[config.mk]
export PLATFORM = sky130hd
export DESIGN_NAME = spi_reg_ctrl
export DESIGN_NICKNAME = d
export VERILOG_FILES = /design/src/rtl/spi_reg_ctrl.sv
export SDC_FILE = /design/constraint.sdc
export NUM_CORES = 1
export LEC_CHECK = 0
export BUFFER_PORTS_ARGS = -buffer_cell sky130_fd_sc_hd__clkbuf_2
export CORE_AREA = 8 8 103 124
export DETAILED_ROUTE_END_ITERATION = 10
export DIE_AREA = 0 0 111 132
export PLACE_DENSITY = 0.85
export SYNTH_ARGS = -nofsm -noshare
export SYNTH_HDL_FRONTEND = slang
export SYNTH_SLANG_ARGS = --single-unit
[constraint.sdc]
create_clock -name clk -period 2 [get_ports clk]
set_input_delay 0.4 -clock clk [delete_from_list [all_inputs] [get_ports clk]]
set_output_delay 0.4 -clock clk [all_outputs]
set_load 0.01 [all_outputs]
[src/rtl/spi_reg_ctrl.sv]
// SPI register-file controller: 2-byte command/data protocol over an 8x8 control bank plus 8 status bytes.
// Define SPI_AUTOINC_EN to allow burst transfers with an auto-incrementing address.
module spi_reg_ctrl #(
  parameter int         SYNC_STAGES = 2,
  parameter logic [7:0] RESET_VAL   = 8'h00
) (
  input  logic        clk,
  input  logic        rst_,
  input  logic        sel_,
  input  logic        sclk,
  input  logic [7:0]  spi_rx,
  output logic [7:0]  spi_tx,
  input  logic [63:0] status_in,
  output logic [63:0] regs_out,
  output logic        wr_stb,
  output logic [2:0]  wr_addr,
  output logic        busy
);

  typedef enum logic [1:0] {IDLE, CMD, DATA, DRAIN} state_e;

  state_e                 state_q, state_d;
  logic [SYNC_STAGES-1:0] sel_sync_q, sclk_sync_q;
  logic                   sel_prev_q, sclk_prev_q;
  logic [2:0]             cnt_q, cnt_d;
  logic                   byte_done_q, byte_done_d;
  logic                   rw_q, rw_d;
  logic [3:0]             addr_q, addr_d;
  logic [7:0]             spi_tx_q, spi_tx_d;
  logic                   wr_stb_q, wr_stb_d;
  logic [2:0]             wr_addr_q, wr_addr_d;
  logic [7:0]             regs_q [8];
  logic [7:0]             regs_d [8];

  logic       sel_s, sclk_s, sel_fall, sel_rise, sclk_rise;
  logic [3:0] rd_addr;
  logic [7:0] rd_data;

  assign sel_s     = sel_sync_q[SYNC_STAGES-1];
  assign sclk_s    = sclk_sync_q[SYNC_STAGES-1];
  assign sel_fall  = sel_prev_q & ~sel_s;
  assign sel_rise  = ~sel_prev_q & sel_s;
  assign sclk_rise = ~sclk_prev_q & sclk_s;

  // Read source: the incoming command's address at decode, otherwise the next burst address.
  assign rd_addr = (state_q == CMD) ? spi_rx[3:0] : addr_q + 4'd1;
  assign rd_data = rd_addr[3] ? status_in[{rd_addr[2:0], 3'b000} +: 8] : regs_q[rd_addr[2:0]];

  always_comb begin
    // NOTE: every variable gets a default first so no path leaves one unassigned (no latches).
    state_d     = state_q;
    cnt_d       = cnt_q;
    byte_done_d = 1'b0;
    rw_d        = rw_q;
    addr_d      = addr_q;
    spi_tx_d    = spi_tx_q;
    wr_stb_d    = 1'b0;
    wr_addr_d   = wr_addr_q;
    regs_d      = regs_q;

    if (sclk_rise && !sel_s) begin
      cnt_d       = cnt_q + 3'd1;
      byte_done_d = (cnt_q == 3'd7);
    end

    case (state_q)
      IDLE: begin
        spi_tx_d = 8'h00;
        if (sel_fall) begin
          cnt_d   = 3'd0;
          state_d = CMD;
        end
      end
      CMD: if (byte_done_q) begin
        rw_d     = spi_rx[7];
        addr_d   = spi_rx[3:0];
        spi_tx_d = spi_rx[7] ? rd_data : 8'h00;
        state_d  = DATA;
      end
      DATA: if (byte_done_q) begin
        if (!rw_q && !addr_q[3]) begin
          regs_d[addr_q[2:0]] = spi_rx;
          wr_stb_d            = 1'b1;
          wr_addr_d           = addr_q[2:0];
        end
`ifdef SPI_AUTOINC_EN
        addr_d   = addr_q + 4'd1;
        spi_tx_d = rw_q ? rd_data : 8'h00;
`else
        spi_tx_d = 8'h00;
        state_d  = DRAIN;
`endif
      end
      DRAIN: spi_tx_d = 8'h00;
      default: state_d = IDLE;
    endcase

    // A byte completing in the same cycle is still committed above before the abort.
    if (state_q != IDLE && sel_rise) state_d = IDLE;
  end

  always_ff @(posedge clk or negedge rst_) begin
    if (!rst_) begin
      state_q     <= IDLE;
      sel_sync_q  <= '1;
      sclk_sync_q <= '0;
      sel_prev_q  <= 1'b1;
      sclk_prev_q <= 1'b0;
      cnt_q       <= 3'd0;
      byte_done_q <= 1'b0;
      rw_q        <= 1'b0;
      addr_q      <= 4'd0;
      spi_tx_q    <= 8'h00;
      wr_stb_q    <= 1'b0;
      wr_addr_q   <= 3'd0;
      // NOTE: the bank is architectural state with a defined reset value, so it is reset like any flop.
      for (int k = 0; k < 8; k++) regs_q[k] <= RESET_VAL;
    end else begin
      // NOTE: non-blocking so every flop samples pre-edge values; the sync chain depends on it.
      state_q     <= state_d;
      sel_sync_q  <= {sel_sync_q[SYNC_STAGES-2:0], sel_};
      sclk_sync_q <= {sclk_sync_q[SYNC_STAGES-2:0], sclk};
      sel_prev_q  <= sel_s;
      sclk_prev_q <= sclk_s;
      cnt_q       <= cnt_d;
      byte_done_q <= byte_done_d;
      rw_q        <= rw_d;
      addr_q      <= addr_d;
      spi_tx_q    <= spi_tx_d;
      wr_stb_q    <= wr_stb_d;
      wr_addr_q   <= wr_addr_d;
      for (int k = 0; k < 8; k++) regs_q[k] <= regs_d[k];
    end
  end

  always_comb begin
    regs_out = '0;
    for (int k = 0; k < 8; k++) regs_out[8*k +: 8] = regs_q[k];
  end

  assign spi_tx  = spi_tx_q;
  assign wr_stb  = wr_stb_q;
  assign wr_addr = wr_addr_q;
  assign busy    = (state_q != IDLE);

endmodule
=== After elaboration in Yosys (flattened, before gate mapping) ===
Index checks and enable logic that the tools add are counted.

* Input port bits: 76
* Register bits: 93
* Output and inout port bits: 77
* Logic and storage cells: 82

* Equal/unequal tests: 9
* Shifts and indexed selects: 1
* Bitwise logic cells: 8
* $add $sub $neg: 2
* Reduce and logical (&&, ||, !) cells: 15
* Order comparisons: 3
* Multiplexer cells: 24

{| class="wikitable"
|+ Operators with widths
! cell !! count
|-
| 64-bit bitwise mux || 1
|-
| 64-bit by 7-bit indexed part select with 8-bit output || 1
|-
| 8-bit two-way mux || 7
|-
| 8-bit binary-select mux with 3-bit select || 1
|-
| 8-bit demux with 3-bit select || 1
|-
| 8-bit case mux with 3 select lines || 1
|-
| 3-bit two-way mux || 3
|-
| 4-bit greater-or-equal comparator, second input constant || 2
|-
| 2-bit two-way mux || 4
|-
| 3-bit inverter with 4-bit output || 2
|-
| 3-bit != test, second input constant || 2
|-
| 2-bit case mux with 3 select lines || 1
|-
| 4-bit by 1-bit adder with 4-bit output, second input constant || 1
|-
| 2-bit == test, second input constant || 2
|-
| 1-bit logical AND || 4
|-
| 4-bit by 1-bit less-than comparator with 1-bit output, second input constant || 1
|-
| 1-bit two-way mux || 4
|-
| 4-bit two-way mux || 1
|-
| 2-bit != test, second input constant || 2
|-
| 2-bit AND reduction || 2
|-
| 4-bit AND reduction || 1
|-
| 4-bit nonzero test || 1
|-
| 3-bit by 1-bit adder with 3-bit output, second input constant || 1
|-
| 1-bit AND || 3
|-
| other kinds (9) || 13
|}

=== Logic depth before layout (Yosys ltp) ===
Gate-level depths: netlist of run 1.

* Word-level depth: 10
* Depth in mapped cells: 10
* Gate-level depth less buffers: 7

=== Least setup slack after synthesis of run 1 ===
No wires, ideal clock.

* Path type: reg2reg
* Start: register state_q[1]
* End: register spi_tx_q[4], in the netlist spi_tx[4]
* Data arrival time: 2.032 ns
* Path slack: -0.165 ns
* Buffers on the path: 2
* Period minus slack after synthesis: 2.165 ns
* Data required time: 1.866 ns
* Cell stages (with the launch flop): 10
* Setup time: 0.134 ns
* Cell sequence: dfrtp_1 > inv_1 > ha_1 > or2_1 > buf_6 > nand2_8 > buf_4 > mux4_2 > a22oi_1 > nand4_1

* Longest elaborated chain between the ends: 10
* Elaborated cells on any way between the ends: 18
* Classes of those cells: eq/ne: 5; shift: 1; mux: 8; bitwise: 1; reduce/logical: 3

{| class="wikitable"
|+ RTL lines
! item !! line !! text
|-
| start: declaration || 22 || <nowiki>state_e state_q, state_d;</nowiki>
|-
| start signal: assignment || 120 || <nowiki>state_q <= state_d;</nowiki>
|-
| parallel branches: the longest is 10 deep, another holds 64-bit by 7-bit indexed part select with 8-bit output || -- ||
|-
| end signal: assignment || 129 || <nowiki>spi_tx_q <= spi_tx_d;</nowiki>
|-
| end: declaration || 29 || <nowiki>logic [7:0] spi_tx_q, spi_tx_d;</nowiki>
|}

Several ways; the timed one is not identified. The select of a mux whose other input is x is not followed.
A chain may end at the register's enable or synchronous reset.

=== Worst setup path after layout of run 1 ===
* Start: register state_q[0]
* End: register spi_tx_q[5], in the netlist spi_tx[5]

The elaborated chain is that of the path after synthesis.

==> results.md, run 1 <==
- Status: finished with violations
- Failing checks: negative setup slack
- Endpoints failing setup: 3
- Met3 WL: ~1500 µm
- Max H-tree Level: 3
- Die height: roughly 130 µm
- #FFs+latches synth: 93
- Full die area: between 10000 and 15000 µm²
- Clock Skew: 5.99 ps
- CTS tree: done
- RR Startpoint: state_q[0]
- Share of cells above drive strength 1: 61.4%
- Worst-margin pin slew: ~620 ps
- WP data arrival: 2230 ps
- Nets: 658
- Placed Instance Area: 5960 µm²
- HP Class: in2async
- Power Dens Cells: 935 nW/µm²
- DRT Wirelength: 16800 µm
- Max rail drop VDD: 0.000542 V
- Pin count of the biggest net entering global routing: 48
- Clk buf depth: 2
- Dpl cells: a little under 700
- Die width: 111 µm
- Clock sink total: 93
- Final hold vios: 0
- Slew margin rel.: 58.8%
- Met1 WL: 6160 µm
- Register area: 2330 µm²
- Mapped cell area: 4750 µm²
- Non-filler cells, final: 713
- Seq/Total Area, Yosys: between 40% and 50%
- RSZ-0062 raised after global routing: true
- IO Pins: 153
- Ys async rst share: 100%
- Cts bufs inserted: 9
- Slew Limit Fails: 0
- Max Used Layer: met4
- Syn-to-layout area delta: 37.9%
- Design Area, Final: between 6000 and 7000 µm²
- Hold bufs inserted after CTS: 0
- Setup ws final: -19.5 ps
- Tot Pwr: 0.00613 W
- GPL Wtd Cong: 0.940
- Port buffer count: approximately 150
- TNS Setup: -40.2 ps
- GRT overflow: 0
- R2R depth: 6
- YS warnings: 0
- Critical path type: reg2reg
- Drt initial violations: 250
- Clk slew on worst S/H paths: 60 ps
- Syn Area/Cell: 12.3 µm²
- Clock latency on the worst-skew pair: 350 ps
- WP data required: about 2200 ps
- Pleak: 3.15 nW
- Core ar.: 10800 µm²
- Post-route ant nets: 0
- Crit path launch: state_q[0]
- Critical path startpoint category: register
- Post-synth EDFFs: 0
- Total track usage: between 20 and 25%
- Multi-input gate area: 2590 µm²
- Num rows: 42
- First-pass iteration count of the detailed router: 5
- Fin crit period: 2020 ps
- Mapped Cells: 387
- DR DRC count: 0
- Final HPWL DP: 12300 µm
- Via-to-Cell Ratio: 5.84
- Wire length of the first global-routing pass: 25700 µm
- Yosys cell types: 42
- Element type at the critical path end: register
- DR vias: 4167
- Util after Layout: approximately three fifths
- FILL cells: 805
- Final period util: 101%
- Metal2 WL: roughly 8600 µm
- Routed wire per std cell: 23.5 µm
- Max Freq: approximately 500 MHz
- Syn nets: between 400 and 500
- Max_cap viols: 0
- Starting density of the core: between 40 and 50%
- Number of global-route vias before repair: around 4500
- Crit Path Max Fanout: 5
- Clock root cell: clkbuf_16
- Prevailing post-synth register cell: dfrtp_1
- Initial antenna violation count: 0
-- state kept, by name, summed over array words and instances (netlist names) --
signal	cells
addr_q	4
byte_done_q	1
sclk_prev_q	1
sel_prev_q	1
regs_out	64
wr_addr	3
sclk_sync_q	2
cnt_q	3
rw_q	1
state_q	2
wr_stb	1
spi_tx	8
sel_sync_q	2
-- layout make-up --
cell class              instances  share of cell area [%]
multi-input cells             272                    39.5
flip-flops and latches         93                    35.6
repair buffers                195                    17.8
clock buffers                  13                    3.97
well taps                     132                    2.52
clock inverters                 3                   0.305
inverters                       4                   0.229
diodes                          1                  0.0382
-- cell usage in the layout (no fill, tap or decap), types with 3 or more instances in the layout --
master,count
clkbuf_2,151
dfrtp_1,89
mux2_2,63
nand2_1,52
buf_4,36
mux2_4,17
a21oi_1,16
mux4_2,16
a22oi_2,15
o21ai_0,13
nand3_1,10
clkbuf_16,9
nand4_1,8
nor2_1,7
buf_12,6
nand2_8,4
o21ai_1,4
ha_1,4
nor3_4,3
mux2i_1,3
and2_1,3
nand3b_1,3
dfstp_2,3
-- through the flow --
stage / setup WS, ps / hold slack, ps
finish: -19.5 / 64.2
global route: -93.1 / 114
CTS: -51.8 / 76.1
detailed placement: -216 / 347
global placement: -104 / 334
floorplan: -75.1 / 104
-- where the power goes --
group	total [W]	switching (W)	internal (W)	leakage (nW)
sequential	0.00216	0.000123	0.00204	1.19
clock	0.00161	0.000704	0.000909	0.132
combinational	0.00236	0.00132	0.00103	1.83
total	0.00613	0.00215	0.00398	3.15
-- final timing paths --
| path | slack [ps] | end |
|---|---|---|
| worst max register to register | -20 | spi_tx[5] |
| min in group clk | 130 | sel_sync_q[0] |
| worst min register to register | 360 | sel_sync_q[1] |
| worst min-delay path | 60 | addr_q[2] |
| worst max-delay path | -20 | spi_tx[5] |
| max in group asynchronous | 1220 | regs_out[2] |
-- Yosys cell counts, drive strengths merged, types with 4 or more instances --
master	number	share of area (%)
buf	8	1.3
o21ai	18	1.9
dfrtp	90	47
ha	7	1.8
mux4	16	7.9
a22oi	16	2.5
nor3b	5	1.4
nand4	8	1.1
nor2	9	0.76
a21oi	19	2.0
mux2	80	19
inv	4	0.32
nand3	11	1.2
nor3	4	0.87
clkbuf	12	0.95
and2	4	0.53
nand2	56	4.8
-- per-layer routing --
metal | up-vias | global-route usage, %
met2 | 233 | 38.6
met1 | 2105 | 25.0
met5 | - | 0
met3 | 42 | 6.28
met4 | 0 | 9.33
li1 | 1787 | -
-- cell families after synthesis --
kind of cell               synth area share (%)
AOI/OAI and AO/OA                          6.98
buffers and inverters                      2.53
DFF                                        49.0
xor gates and xnor gates                  0.184
and+or+nand+nor                            12.0
muxes                                      27.5
adders and majority gates                  1.84
-- what timing repair did --
| item | in CTS | in global routing |
|---|---|---|
| resized for setup | 52 | 21 |
| cloned | 2 | 0 |
| setup buffers | 3 | 1 |
| pin swaps | 18 | 8 |
| setup endpoints to repair | 65 | 73 |
-- critical path, stage by stage (launching register included) --
cell     delay (ps)
dfrtp_2         450
ha_4            170
or2_4           320
nand2_8         120
mux4_2          520
a22oi_2         170
nand4_1         130
No activity file was read; power rests on OpenSTA's default activity.
==> run 2: changes to the inputs <==
--- a/config.mk
+++ b/config.mk
@@ -6,10 +6,12 @@
 export NUM_CORES = 1
 export LEC_CHECK = 0
 export BUFFER_PORTS_ARGS = -buffer_cell sky130_fd_sc_hd__clkbuf_2
-export CORE_AREA = 8 8 103 124
+export CELL_PAD_IN_SITES_DETAIL_PLACEMENT = 0
+export CELL_PAD_IN_SITES_GLOBAL_PLACEMENT = 2
+export CORE_AREA = 8 8 126 152
 export DETAILED_ROUTE_END_ITERATION = 10
-export DIE_AREA = 0 0 111 132
-export PLACE_DENSITY = 0.85
+export DIE_AREA = 0 0 134 160
+export PLACE_DENSITY = 0.86
 export SYNTH_ARGS = -nofsm -noshare
 export SYNTH_HDL_FRONTEND = slang
 export SYNTH_SLANG_ARGS = --single-unit
==> run 2 against run 1 <==
Die area grew 46%. Critical endpoint is now spi_tx[6]. The run still ends with negative setup slack left. Combinational power grew 6%. Worst hold slack gained 81 ps. Final area grew 4.5%. First-iteration DRC count grew 1.2%. Worst setup slack lost 71 ps. Global-route usage shrank 6.9 points. Maximum frequency shrank 3.4%. Wire length shrank 2.0%.
==> results.md, run 2 (synthesis gave the netlist of run 1 again) <==
- Status: finished with violations
- Failing checks: negative setup slack
- Hold Path Cell Cnt: 1
- R2r endpoint: spi_tx[6]
- Syn-to-layout area delta: 44.1%
- GPL Wtd Cong: 0.831 (-12%)
- Slew Limit Fails: 0 (unchanged)
- Clock latency on the worst-skew pair: 340 ps (about the same)
- Share of cells above drive strength 1: 61.2% (-0.15 points)
- Initial antenna violation count: 0 (unchanged)
- R2r setup slk: -90 ps (-70 ps)
- CP cell instances: ha_4 -> or2_4 -> nand2_8 -> buf_12 -> mux4_2 -> a22oi_2 -> nand4_1
- Cts bufs inserted: 9 (unchanged)
- Util after Layout: 41.3% (-20 points)
- Power Dens Cells: 920 nW/µm² (-1.6%)
- Design Area, Final: 6850 µm² (+4.5%)
- Hold path endpoint: sel_sync_q[0]
- Final hold vios: 0 (unchanged)
- Fin crit period: 2090 ps (+71.0 ps)
- CTS tree: done
- Non-filler cells, final: 817 (+15%)
- DR vias: 3974 (-4.6%)
- HP Class: in2reg
- Sequential share of power: 34.2% (-1.0 points)
- FILL cells: 1610 (+100%)
- Multi-input gate area: 2550 µm² (-1.6%)
- Crit Path Max Fanout: 7 (+2)
- First-pass iteration count of the detailed router: 4 (-1)
- WP data required: 2210 ps (about the same)
- Critical path type: reg2reg
- Clock Skew: 9.15 ps (+3.17 ps)
- Sw Ratio: 33.5% (-1.6 points)
- Worst-margin pin slew: 761 ps (+144 ps)
- Internal power: 0.00419 W (+5.4%)
- DR DRC count: 0 (unchanged)
- Max Freq: 478 MHz (-3.4%)
- Dpl cells: 790 (+14%)
- Die height: 160 µm (+21%)
- Clk slew on worst S/H paths: 70 ps (about the same)
- Wire length of the first global-routing pass: 25600 µm (-0.16%)
- Clock sink total: 93 (unchanged)
- RR Startpoint: state_q[0]
- Power share of the clock group: 26.3% (about the same)
- Clock root cell: clkbuf_16
- Number of global-route vias before repair: 4385 (-2.8%)
- Register area: 2330 µm² (about the same)
- Commonest non-fill, non-tap cell in the layout: clkbuf_2
- Via-to-Cell Ratio: 4.86 (-17%)
- Sw power: 0.00211 W (-1.8%)
- Part of the power in combinational logic: 39.5% (+1.0 points)
- Critical path startpoint category: register
- Final HPWL DP: 12800 µm (+3.7%)
- Pleak: 3.30 nW (+4.7%)
- Starting density of the core: 28.7% (-15 points)
- Die width: 134 µm (+21%)
- Slowest cell on crit path: mux4_2
- Num rows: 52 (+24%)
- Post-route ant nets: 0 (unchanged)
- Setup ws final: -90.5 ps (-71.0 ps)
- Final period util: 105% (+3.6 points)
- Antenna diodes: 0 (-1)
- CP peak stage delay: 520 ps (about the same)
- DRT Wirelength: 16400 µm (-2.0%)
- Max_cap viols: 0 (unchanged)
- Core ar.: 16600 µm² (+54%)
- R2R depth: 7 (+1)
- Endpoints failing setup: 40 (+37)
- Full die area: 21400 µm² (+46%)
- Pin count of the biggest net entering global routing: 62 (+29%)
- Port buffer count: 152 (unchanged)
- Slew margin rel.: 49.0% (-9.8 points)
- Clk buf depth: 2 (unchanged)
- GRT overflow: 0 (unchanged)
- Placed Instance Area: 6210 µm² (+4.2%)
- Nets: 679 (+3.2%)
- Element type at the critical path end: register
- Worst Hold Launch: sel_
- Max rail drop VDD: 0.000451 V (-17%)
- Max reg flops: 64 (unchanged)
- WP data arrival: 2300 ps (+70 ps)
- RSZ-0062 raised after global routing: true
- Total track usage: 15.4% (-6.9 points)
- Most frequent cells in the layout: 151 x clkbuf_2, 90 x dfrtp_1, 54 x mux2_2, 53 x nand2_1, 48 x buf_4
- Routed wire per std cell: 20.1 µm (-15%)
- IO Pins: 153 (unchanged)
- Max H-tree Level: 3 (unchanged)
- Drt initial violations: 253 (+1.2%)
==> run 2: worst max-delay path: cells and delay by family (launching register included) <==
| family | cells | cell delay [ps] |
|---|---|---|
| AOI/OAI and AO/OA | 1 | 180 |
| adders and majority gates | 1 | 180 |
| buffers and inverters | 1 | 130 |
| DFF | 1 | 430 |
| muxes | 1 | 520 |
| and+or+nand+nor | 3 | 520 |
==> run 2: layer usage <==
metal	wire [µm]	global-route usage (%)	up-vias
li1	-	-	1835
met1	6730	18.6	1981
met2	8300	26.0	138
met3	1090	3.89	20
met4	325	5.17	0
met5	0	0	-
==> run 2: timing repair <==
action / CTS / global route
gates cloned: 1 / 0
pin swaps: 10 / 5
setup endpoints to repair: 73 / 75
hold endpoints to repair: 3 / 0
setup buffers: 8 / 2
gates resized for setup: 64 / 12
hold buffers: 1 / 0
==> run 2: how the worst max path moves through the flow <==
stage | startpoint | cells after the start | endpoint
finish | state_q[0] | 7 | spi_tx[6]
detailed placement | state_q[0] | 9 | regs_out[16]
floorplan | state_q[1] | 9 | spi_tx[4]
global placement | state_q[1] | 8 | spi_tx[4]
CTS | state_q[0] | 7 | spi_tx[5]
global route | state_q[0] | 7 | spi_tx[6]
==> run 2: metrics by stage <==
stage	hold WS [ps]	TNS [ps]	worst slack (ps)	total power, W
6_report	145	-1750	-90.5	0.00631
5_1_grt	132	-6080	-174	0.00666
4_1_cts	134	-4040	-118	0.00634
3_5_place_dp	221	-12530	-249	0.00441
3_3_place_gp	221	-8690	-209	0.00436
2_1_floorplan	104	-1180	-75.1	0.00345
==> run 2: final cells by class <==
type	instances	area share (%)
inverters	4	0.256
repair buffers	217	20.3
multi-input cells	271	37.2
clock inverters	4	0.438
flip-flops and latches	93	34.0
well taps	216	3.95
clock buffers	12	3.89
==> run 2: power groups by stage <==
stage / Combinational [W] / Sequential, W / Clock (W)
final: 0.00249 / 0.00216 / 0.00166
after global placement: 0.00218 / 0.00218 / 0
after floorplan: 0.00125 / 0.00220 / 0
after detailed placement: 0.00222 / 0.00219 / 0
after CTS: 0.00249 / 0.00216 / 0.00170
after global routing: 0.00271 / 0.00218 / 0.00178
==> run 3: changes to the inputs <==
--- a/config.mk
+++ b/config.mk
@@ -5,7 +5,7 @@
 export SDC_FILE = /design/constraint.sdc
 export NUM_CORES = 1
 export LEC_CHECK = 0
-export BUFFER_PORTS_ARGS = -buffer_cell sky130_fd_sc_hd__clkbuf_2
+export BUFFER_PORTS_ARGS = -buffer_cell sky130_fd_sc_hd__buf_2
 export CELL_PAD_IN_SITES_DETAIL_PLACEMENT = 0
 export CELL_PAD_IN_SITES_GLOBAL_PLACEMENT = 2
 export CORE_AREA = 8 8 126 152
==> run 3 against run 2 <==
Largest cell class unchanged. Worst hold slack improved by 11 ps. Maximum frequency fell by 2.1%. Clock skew is 1.4 ps lower. Die area unchanged. Via count shrank 0.65%. Critical path depth rose by 3. Register-to-register slack got worse by 40 ps. The run still ends with negative setup slack left. Flip-flop and latch count unchanged. Clock-buffer cell count fell by 1.
==> results.md, run 3 (synthesis gave the netlist of run 1 again) <==
- Status: finished with violations
- Failing checks: negative setup slack
- Critical path startpoint category: register
- Clock root cell: clkbuf_16
- Final hold vios: 0 (unchanged)
- R2r endpoint: regs_out[9]
- DR vias: 3948 (-0.65%)
- Max H-tree Level: 3 (unchanged)
- Clk buf depth: 2 (unchanged)
- Most Frequent Cell on Critical Path: buf_6
- Routed wire per std cell: 19.9 µm (-1.1%)
- Slew margin rel.: 51.4% (+2.4 points)
- Sw power: 0.00214 W (+1.4%)
- CTS tree: done
- Max_cap viols: 0 (unchanged)
- WP data required: 2230 ps (+20 ps)
- Wire length of the first global-routing pass: 24900 µm (-3.0%)
- Number of global-route vias before repair: 4366 (-0.43%)
- Slowest cell on crit path: dfrtp_1
- IO Pins: 153 (unchanged)
- Pin count of the biggest net entering global routing: 60 (-3.2%)
- Nets: 678 (-0.15%)
- Drt initial violations: 204 (-19%)
- Clock latency on the worst-skew pair: 350 ps (about the same)
- Power Dens Cells: 947 nW/µm² (+2.9%)
- Max Freq: 468 MHz (-2.1%)
- Max reg flops: 64 (unchanged)
- Critical path type: reg2reg
- Setup ws final: -135 ps (-44.4 ps)
- Initial antenna violation count: 0 (unchanged)
- Via-to-Cell Ratio: 4.84 (-0.53%)
- Full die area: 21400 µm² (unchanged)
- CP Buf/Inv Count: 4 (+3)
- Util after Layout: 40.7% (-0.62 points)
- Sw Ratio: 33.5% (about the same)
- Syn-to-layout area delta: 42.0%
- Total track usage: 15.1% (-0.29 points)
- Clock Skew: 7.79 ps (-1.36 ps)
- Die width: 134 µm (unchanged)
- Post-route ant nets: 0 (unchanged)
- First-pass iteration count of the detailed router: 5 (+1)
- Sequential share of power: 33.7% (-0.5 points)
- Hold Path Cell Cnt: 1 (unchanged)
- Non-filler cells, final: 816 (-0.12%)
- GRT overflow: 0 (unchanged)
- Internal power: 0.00425 W (+1.3%)
- R2r setup slk: -130 ps (-40 ps)
- Final hold slack: 156 ps (+10.7 ps)
- Clk slew on worst S/H paths: 70 ps (about the same)
- HP Class: in2reg
- Slew Limit Fails: 0 (unchanged)
- FILL cells: 1608 (-0.12%)
- Num rows: 52 (unchanged)
- WP data arrival: 2360 ps (+60 ps)
- Tot Pwr: 0.00639 W (+1.3%)
- Final HPWL DP: 12800 µm (+0.27%)
- Pleak: 3.27 nW (-0.85%)
- DRT Wirelength: 16300 µm (-1.2%)
- Part of the power in combinational logic: 38.9% (-0.6 points)
- RSZ-0062 raised after global routing: true
- Clock sink total: 93 (unchanged)
- Cts bufs inserted: 9 (unchanged)
- Worst Hold Launch: sel_
- Fin crit period: 2130 ps (+44.4 ps)
- Hold path endpoint: sel_sync_q[0]
- Delay-heaviest family, CP: simple AND/OR/NAND/NOR gates
- Core ar.: 16600 µm² (unchanged)
- Commonest non-fill, non-tap cell in the layout: buf_2
- Dpl ws: -222 ps (+26.6 ps)
- Die height: 160 µm (unchanged)
- Share of cells above drive strength 1: 60.7% (-0.56 points)
- CP peak stage delay: 430 ps (-90 ps)
- Most frequent cells in the layout: 150 x buf_2, 90 x dfrtp_1, 79 x mux2_2, 53 x nand2_1, 47 x buf_4
- RR Startpoint: state_q[0]
- Worst-margin pin slew: 725 ps (-35.9 ps)
- Element type at the critical path end: register
- Power share of the clock group: 27.4% (+1.1 points)
- Final period util: 107% (+2.2 points)
- CP cell instances: buf_4 -> inv_2 -> ha_4 -> nand2_2 -> nor3_4 -> buf_6 -> nand2_1 -> or3_1 -> buf_6 -> mux2_2
- R2R depth: 10 (+3)
- GPL Wtd Cong: 0.841 (+1.3%)
- Starting density of the core: 28.7% (unchanged)
- Dpl cells: 792 (+0.25%)
- DR DRC count: 0 (unchanged)
- Antenna diodes: 0 (unchanged)
- Crit Path Max Fanout: 8 (+1)
- Max rail drop VDD: 0.000451 V (about the same)
- Port buffer count: 152 (unchanged)
- Endpoints failing setup: 31 (-23%)
run 3: worst register-to-register path, cell delays in order, from the launching register on:
cell     delay (ps)
dfrtp_1         430
buf_4           160
inv_2            70
ha_4            140
nand2_2          60
nor3_4          180
buf_6           140
nand2_1          60
or3_1           320
buf_6           160
mux2_2          280
run 3: per-stage QoR:
stage / cell area, µm² / setup TNS (ps)
final: 6750 / -2040
after global routing: 6750 / -6140
after CTS: 6610 / -5560
after detailed placement: 6230 / -9930
after global placement: 6230 / -7570
after floorplan: 4780 / -1180
run 3: cell type report:
class,instances,area [µm²],share of cell area (%)
inverters,4,15.0,0.223
multi-input cells,271,2440,36.2
clock buffers,11,243,3.60
flip-flops and latches,93,2330,34.5
clock inverters,5,60.1,0.890
well taps,216,270,4.01
repair buffers,216,1390,20.5
run 3: metal layers:
metal,global-route usage [%],up-vias,share of wire (%)
met5,0,-,0
met4,6.39,0,2.5
met3,4.27,25,8.0
met2,25.9,144,50
met1,17.1,1949,40
li1,-,1830,-
run 3: timing repair:
action                                 4_1_cts  5_1_grt
resized for setup                           16       30
setup buffers                                4        2
cloned                                       1        0
hold buffers                                 1        0
pin swaps                                    3        2
endpoints found under the hold margin        7        0
setup endpoints to repair                   73       74
run 3: worst max-delay path by stage:
stage          startpoint          end  slack [ps]  cells past startpoint
6_report       state_q[0]  regs_out[9]        -130                     10
3_5_place_dp   state_q[0]    spi_tx[7]        -220                      6
2_1_floorplan  state_q[1]    spi_tx[4]         -80                      9
3_3_place_gp   state_q[0]    spi_tx[0]        -160                      6
4_1_cts        state_q[0]  regs_out[9]        -140                     10
5_1_grt        state_q[0]    spi_tx[5]        -200                      7
run 3: power by group through the flow:
stage          Sequential, W  Clock (W)  Combinational, W
2_1_floorplan        0.00220          0           0.00125
3_3_place_gp         0.00218          0           0.00220
3_5_place_dp         0.00219          0           0.00224
4_1_cts              0.00215    0.00178           0.00237
5_1_grt              0.00217    0.00185           0.00270
6_report             0.00215    0.00175           0.00248
